[src/rtl/perf_counter_unit.sv]
// perf_counter_unit
//   Performance-monitor block. Counts cycles, retired instructions and NUM_EV
//   generic event lines. On snap_req it freezes a coherent snapshot of every
//   counter into shadow registers and streams it out one counter per beat
//   over a valid/ready interface.
//
//   Counter index map (shared by rd_idx and ovf):
//     0      cycles  (every clock with en)
//     1      instrs  (en && retire)
//     2 + i  event i (en && ev_in[i])
//
//   Build option: define PERF_SAT_EN to make counters saturate at all-ones
//   instead of wrapping to zero. ovf is set on the first increment past the
//   maximum in either build.
//
// Ports
//   clk       in   clock, rising edge
//   rst       in   synchronous reset, active low
//   en        in   global count enable
//   retire    in   one instruction retired this cycle
//   ev_in     in   per-event increment strobes [NUM_EV]
//   clear     in   zero live counters and ovf (shadow and stream untouched)
//   snap_req  in   capture snapshot and start readout (ignored while busy)
//   busy      out  snapshot stream in progress
//   rd_valid  out  beat valid
//   rd_ready  in   consumer ready
//   rd_idx    out  counter index of current beat [IDX_W]
//   rd_data   out  snapshot value of current beat [CNT_W]
//   rd_last   out  current beat is index NUM_EV+1
//   ovf       out  sticky overflow flags [NUM_EV+2]
module perf_counter_unit #(
  parameter int CNT_W  = 32,
  parameter int NUM_EV = 4,
  parameter int IDX_W  = 5
) (
  input  logic              clk,
  input  logic              rst,
  input  logic              en,
  input  logic              retire,
  input  logic [NUM_EV-1:0] ev_in,
  input  logic              clear,
  input  logic              snap_req,
  output logic              busy,
  output logic              rd_valid,
  input  logic              rd_ready,
  output logic [IDX_W-1:0]  rd_idx,
  output logic [CNT_W-1:0]  rd_data,
  output logic              rd_last,
  output logic [NUM_EV+1:0] ovf
);

  localparam int NCNT = NUM_EV + 2;
  localparam logic [IDX_W-1:0] LAST_IDX = IDX_W'(NCNT - 1);

  typedef enum logic {S_IDLE, S_STREAM} state_t;

  state_t           state_q;
  logic [CNT_W-1:0] live_q   [NCNT];
  logic [CNT_W-1:0] live_d   [NCNT];
  logic [CNT_W-1:0] shadow_q [NCNT];
  logic [NCNT-1:0]  ovf_q;
  logic [NCNT-1:0]  ovf_d;
  logic [NCNT-1:0]  inc;
  logic [IDX_W-1:0] rd_idx_q;
  logic             rd_valid_q;
  logic             busy_q;
  logic             rd_last_q;
  logic [CNT_W-1:0] rd_data_c;

  assign inc = {ev_in & {NUM_EV{en}}, en & retire, en};

  // clear has priority over any increment in the same cycle.
  always_comb begin
    live_d = live_q;
    ovf_d  = ovf_q;
    for (int k = 0; k < NCNT; k++) begin
      if (clear) begin
        live_d[k] = '0;
        ovf_d[k]  = 1'b0;
      end else if (inc[k]) begin
        if (&live_q[k]) begin
          ovf_d[k] = 1'b1;
`ifdef PERF_SAT_EN
          live_d[k] = live_q[k];
`else
          live_d[k] = '0;
`endif
        end else begin
          live_d[k] = live_q[k] + CNT_W'(1);
        end
      end
    end
  end

  always_ff @(posedge clk) begin
    if (!rst) begin
      for (int k = 0; k < NCNT; k++) live_q[k] <= '0;
      ovf_q <= '0;
    end else begin
      live_q <= live_d;
      ovf_q  <= ovf_d;
    end
  end

  // Shadow is loaded from live_q, i.e. the value before this edge's
  // increment or clear, so a snapshot taken together with clear still
  // sees the pre-clear counts.
  always_ff @(posedge clk) begin
    if (!rst) begin
      state_q    <= S_IDLE;
      rd_idx_q   <= '0;
      rd_valid_q <= 1'b0;
      busy_q     <= 1'b0;
      rd_last_q  <= 1'b0;
      for (int k = 0; k < NCNT; k++) shadow_q[k] <= '0;
    end else begin
      case (state_q)
        S_IDLE: begin
          if (snap_req) begin
            shadow_q   <= live_q;
            state_q    <= S_STREAM;
            rd_idx_q   <= '0;
            rd_valid_q <= 1'b1;
            busy_q     <= 1'b1;
            rd_last_q  <= 1'b0;
          end
        end
        S_STREAM: begin
          if (rd_ready) begin
            if (rd_last_q) begin
              state_q    <= S_IDLE;
              rd_idx_q   <= '0;
              rd_valid_q <= 1'b0;
              busy_q     <= 1'b0;
              rd_last_q  <= 1'b0;
            end else begin
              rd_idx_q  <= rd_idx_q + IDX_W'(1);
              rd_last_q <= (rd_idx_q + IDX_W'(1)) == LAST_IDX;
            end
          end
        end
        default: state_q <= S_IDLE;
      endcase
    end
  end

  always_comb begin
    rd_data_c = '0;
    for (int k = 0; k < NCNT; k++) begin
      if (rd_idx_q == IDX_W'(k)) rd_data_c = shadow_q[k];
    end
  end

  assign busy     = busy_q;
  assign rd_valid = rd_valid_q;
  assign rd_idx   = rd_idx_q;
  assign rd_data  = rd_data_c;
  assign rd_last  = rd_last_q;
  assign ovf      = ovf_q;

endmodule

[config.mk]
export PLATFORM = sky130hd
export DESIGN_NAME = perf_counter_unit
export DESIGN_NICKNAME = d
export VERILOG_FILES = /design/src/rtl/perf_counter_unit.sv
export SDC_FILE = /design/constraint.sdc
export NUM_CORES = 1
export LEC_CHECK = 0
export CORE_MARGIN = 2
export CORE_UTILIZATION = 45
export DETAILED_ROUTE_END_ITERATION = 16
export SLEW_MARGIN = 15
export SYNTH_ARGS = -nofsm -noshare
export SYNTH_HDL_FRONTEND = slang
export SYNTH_SLANG_ARGS = --single-unit
export TNS_END_PERCENT = 5
[constraint.sdc]
create_clock -name clk -period 3.1 [get_ports clk]
set_clock_uncertainty 0.2 [all_clocks]
set_input_delay 0.62 -clock clk [delete_from_list [all_inputs] [get_ports clk]]
set_output_delay 0.62 -clock clk [all_outputs]
set_load 0.02 [all_outputs]
# Word level (Yosys, flattened, before mapping)
# Index checks and enable logic that the tools add are counted.
# op_classes
bitwise	4
n_reduce_logical	17
n_eq_ne	9
add_sub_neg	7
muxes	28
# ops
operator	count
$mux 32	12
$reduce_and 33->1	6
$add 32x1->32 const B	6
$reduce_and 32->1	6
$eq 5x3->1 const B	3
$mux 5	3
$eq 5x2->1 const B	2
$pmux 5 s2	1
$mux 1	9
$pmux 1 s2	3
$add 5x1->5 const B	1
$eq 5x1->1 const B	1
$logic_not 5->1	1
$and 4x4->4	1
$ne 2x2->1 const B	2
$reduce_and 2->1	2
$reduce_and 3->1	1
$ne 2x1->1 const B	1
$not 1->1	2
$reduce_or 2->1	1
$and 1x1->1	1
# word_totals
out_inout_bits	46
regBits	398
wordCells	87
input_bits	11

# Depth between registers and ports, before layout
# depth
word_depth	7
depth_mapped	9
depth_no_buf	7

# Worst setup path after synthesis
# No wires, ideal clock.
# synth_path
kind	register -> output
from	register rd_idx_q[0], in the netlist rd_idx[0]
to	output rd_data[14]
path_stages_with_launch	10
n_path_buf	2
arrival_ns	2.118
required_time_ns	2.280
path_slack_ns	0.162
path_cell_list	dfxtp_1 -> inv_1 -> ha_1 -> nor2b_1 -> and2_1 -> clkbuf_1 -> buf_2 -> nand2_1 -> o22ai_1 -> a31oi_1
# synth_via
elab_chain_cells	7
# synth_rtl
element	line_no	source
start, declared	64	logic [IDX_W-1:0] rd_idx_q;
start signal, assigned	137	rd_idx_q <= rd_idx_q + IDX_W'(1);
$logic_not 5->1	150	if (rd_idx_q == IDX_W'(k)) rd_data_c = shadow_q[k];
$mux 32 (5 in series)	150	
$mux 32 (*)	150	
end, declared	47	output logic [CNT_W-1:0] rd_data,
# Mark *: on every way between the ends. The rest lies on a longest branch, timed or not.

# Worst setup path in the final report
# layout_path
from	register rd_idx_q[1], in the netlist rd_idx[1]
to	output rd_data[21]
# Same word-level chain as after synthesis.

==> flow_summary_export.csv <==
group,metric,value,unit
layout,antenna_cells,0,
power_and_ir_drop,pwr-share-seq,45.6,%
power_and_ir_drop,pwr-share-clk,50.1,%
placed_design,gp_congestion,0.935,
synth,ys.flop_type,"dfxtp_1",
clock_network,cts.clk_slew.worst_paths,60,ps
setup_path,start_kind,"flip-flop",
power_and_ir_drop,pwr_density_cell,526,nW/um^2
setup_path,arrival,2450,ps
clock_network,cts_root_buf,"clkbuf_16",
floorplan,ios,57,
setup_path,slowest_stage,"dfxtp_2",
worst_hold_path,whs_path_depth,2,
power_and_ir_drop,pwr-share-comb,4.3,%
layout,utilization,55.2,%
synth,synthArstFlopShare,0,%
layout,multiInputGateArea,9520,sq um
synth,synth_most_common_cell,"nand2_1",
clock_network,cts_tree,"yes",
worst_hold_path,worstHoldStart,"ovf[2]",
run,maxCapViolCount,0,
synth,synth_common_cells,"nand2_1, dfxtp_1, nor2_1",
detailed_routing,route.detailed.drc,0,
global_route,grt_pass1_wl,85.4,mm
detailed_routing,m1WireLength,26.6,mm
placed_design,portBuffers,56,
layout,fin_area,21400,sq um
clock_network,postCtsHoldBufs,0,
clock_network,numClockSinks,398,
sta,hold-worst-slack,256,ps
floorplan,core_area,38700,sq um
status,status,"finished with violations",
sta,worstMarginPinSlew,959,ps
setup_path,path_class,"reg2out",
placed_design,detailedPlacementHpwl,40.6,mm
setup_path,rr_endpoint,"live_q[95]",
power_and_ir_drop,vdd_drop_max,0.374,mV
detailed_routing,avgViaCountPerCell,5.59,
floorplan,die_y,202,um
floorplan,die_x,202,um
detailed_routing,wl_per_cell,20.1,um
sta,maxSlewViolCount,0,
global_route,first_global_vias,14400,
synth,syn_avg_cell_area,8.28,sq um
placed_design,dp_slack,-296,ps
synth,syn_area,17700,sq um
synth,synth.distinct_cells,57,
layout,drive_gt1_share,13.5,%
sta,fin_ws,-169,ps
setup_path,r2r.worst_path.cells,5,
setup_path,timing.rr.start,"live_q[66]",
setup_path,worst_path_largest_cell_delay,350,ps
setup_path,end_kind,"output port",
setup_path,cp.required,2280,ps
detailed_routing,ant_nets,0,
floorplan,rows,72,
floorplan,start_util,45.8,%
layout,final_nets,2239,
sta,setup_violations,32,
layout,regArea,7970,sq um
sta,rsz0062_at_grt,"true",
synth,synth_area_leader_cell,"dfxtp_1",
detailed_routing,dr.pass1.iters,5,
sta,fmax,306,MHz
detailed_routing,drt_wl_total,55.6,mm
setup_path,path_cells,"inv_1 > ha_2 > and3b_2 > buf_12 > buf_4 > a221oi_4 > o21ai_1 > o21a_1 > buf_2",
sta,period_share,105,%
synth,yosysSeqAreaShare,44.9,%
global_route,antenna_found_initial,0,
global_route,grt_max_degree,122,
status,violations,"setup timing",
synth,synth_seq_cells,398,
sta,slew_headroom,36.0,%
worst_hold_path,hold_path_class,"reg2reg",
placed_design,dpl_cell_area,19400,sq um
floorplan,die_area,41000,sq um
power_and_ir_drop,p_sw,2.53,mW
detailed_routing,dr.max_layer_used,"met4",
sta,period_needed,3270,ps
global_route,track_usage,26.8,%
synth,yosysTopAreaCellShare,44.9,%
detailed_routing,vias,15500,
synth,synth_edf_count,0,
power_and_ir_drop,leakage,7.14,nW
synth,ys_warn_count,0,
layout,n_fill_cell,3558,
synth,synth_fp_nets,2162,
synth,synthTopCellsByArea,"dfxtp_1, nand2_1, a21boi_0, xor2_1, nor2_1",
clock_network,clk_latency,570,ps
power_and_ir_drop,intPower,8.72,mW
setup_path,cp_max_fo,14,
power_and_ir_drop,p_sw_share,22.5,%
setup_path,r2r_slack,730,ps
global_route,gr-total-overflow,0,
clock_network,htreeDepth,2,
synth,postSynthCellCount,2141,
detailed_routing,route.met3.wl,2.61,mm
layout,area_growth,20.6,%
clock_network,cts_made_buffers,44,
detailed_routing,met2_length,24.7,mm
worst_hold_path,whs_endpoint,"ovf[2]",
clock_network,clockBufferDepth,3,
detailed_routing,drtIter0Drc,1127,
sta,hold_viol,0,
cell families (layout without fill, tap and decap cells):
family | count (synthesis) | count (layout) | synth area share (%)
buf+inv | 166 | 278 | 3.95
flops | 398 | 398 | 44.9
compound gates | 380 | 380 | 15.7
simple gates | 1013 | 1013 | 26.1
xor+xnor | 172 | 172 | 8.50
fa+ha+maj | 10 | 10 | 0.706
mux | 2 | 2 | 0.120
per-layer routing:
metal | vias to the layer above | GRT usage (%)
met1 | 7454 | 38.6
met4 | 0 | 8.32
met2 | 398 | 42.0
met5 | - | 0
met3 | 93 | 3.27
li1 | 7535 | -
through the flow:
stage / total power, mW / instances / TNS (ps)
4_1_cts: 11.3 / 2769 / -3990
5_1_grt: 11.6 / 2771 / -5680
3_3_place_gp: 5.69 / 2687 / -2240
6_report: 11.2 / 2771 / -3140
2_1_floorplan: 5.50 / 2141 / 0
3_5_place_dp: 5.69 / 2687 / -3540
worst max-delay path: cells and delay by family (launching register included):
kind                       cells  cell delay [ps]
adders and majority gates      1              190
AOI/OAI and AO/OA              3              510
and+or+nand+nor                1              260
DFF                            1              350
buffers and inverters          4              570
sequential cells by signal, indices dropped and copies added (netlist names):
| name | count |
|---|---|
| rd_idx | 5 |
| ovf | 6 |
| state_q | 1 |
| shadow_q | 192 |
| live_q | 192 |
| rd_last | 1 |
| busy | 1 |
worst max-delay path by stage:
stage              start          end  slack [ps]  depth (start not counted)
4_1_cts        rd_idx[4]   rd_data[0]        -210                          8
2_1_floorplan  rd_idx[0]  rd_data[14]         160                          9
3_5_place_dp   rd_idx[1]   rd_data[1]        -300                          9
3_3_place_gp   rd_idx[1]   rd_data[1]        -240                          9
5_1_grt        rd_idx[4]  rd_data[19]        -250                          8
6_report       rd_idx[1]  rd_data[21]        -170                          9
layout by cell type, fill, tap and decap left out, types with 9 or more instances in the layout:
| cell type | synthesis | layout |
|---|---|---|
| and4_1 | 29 | 29 |
| clkdlybuf4s50_1 | 0 | 23 |
| xor2_1 | 106 | 106 |
| ha_1 | 10 | 9 |
| buf_2 | 25 | 16 |
| buf_4 | 2 | 104 |
| and3_1 | 27 | 26 |
| nand4_1 | 81 | 81 |
| nor3_1 | 32 | 31 |
| a221oi_4 | 0 | 11 |
| xnor2_1 | 66 | 66 |
| nand3_1 | 80 | 80 |
| clkbuf_16 | 0 | 45 |
| o21ai_1 | 0 | 9 |
| or3_1 | 11 | 11 |
| buf_12 | 0 | 19 |
| dfxtp_1 | 398 | 396 |
| nor2_1 | 221 | 221 |
| o21a_1 | 17 | 17 |
| nor4_1 | 14 | 14 |
| clkbuf_8 | 0 | 11 |
| a21oi_1 | 24 | 24 |
| inv_1 | 26 | 25 |
| a221oi_2 | 0 | 23 |
| o31ai_1 | 13 | 10 |
| nand2_1 | 470 | 468 |
| o21ai_0 | 44 | 29 |
| a21boi_0 | 192 | 192 |
final cells by class:
cell class | count | area share [%]
clock inverter | 21 | 1.29
timing repair buffer | 170 | 7.31
inverter | 27 | 0.474
clock buffer | 60 | 6.05
multi-input combinational | 1577 | 44.6
sequential | 398 | 37.3
tap | 518 | 3.03
power groups by stage:
stage | logic [mW] | clock network, mW | registers (mW)
after floorplan | 0.258 | 0 | 5.25
after global placement | 0.441 | 0 | 5.25
after detailed placement | 0.442 | 0 | 5.25
after CTS | 0.472 | 5.71 | 5.13
after global routing | 0.512 | 5.92 | 5.13
final | 0.481 | 5.63 | 5.13
what timing repair did:
action	in CTS	in global routing
pin swaps	28	15
hold endpoints to repair	0	0
resized for setup	232	20
setup buffers	0	2
cloned	1	0
setup endpoints to repair	32	32
(Power assumes the default switching activity.)
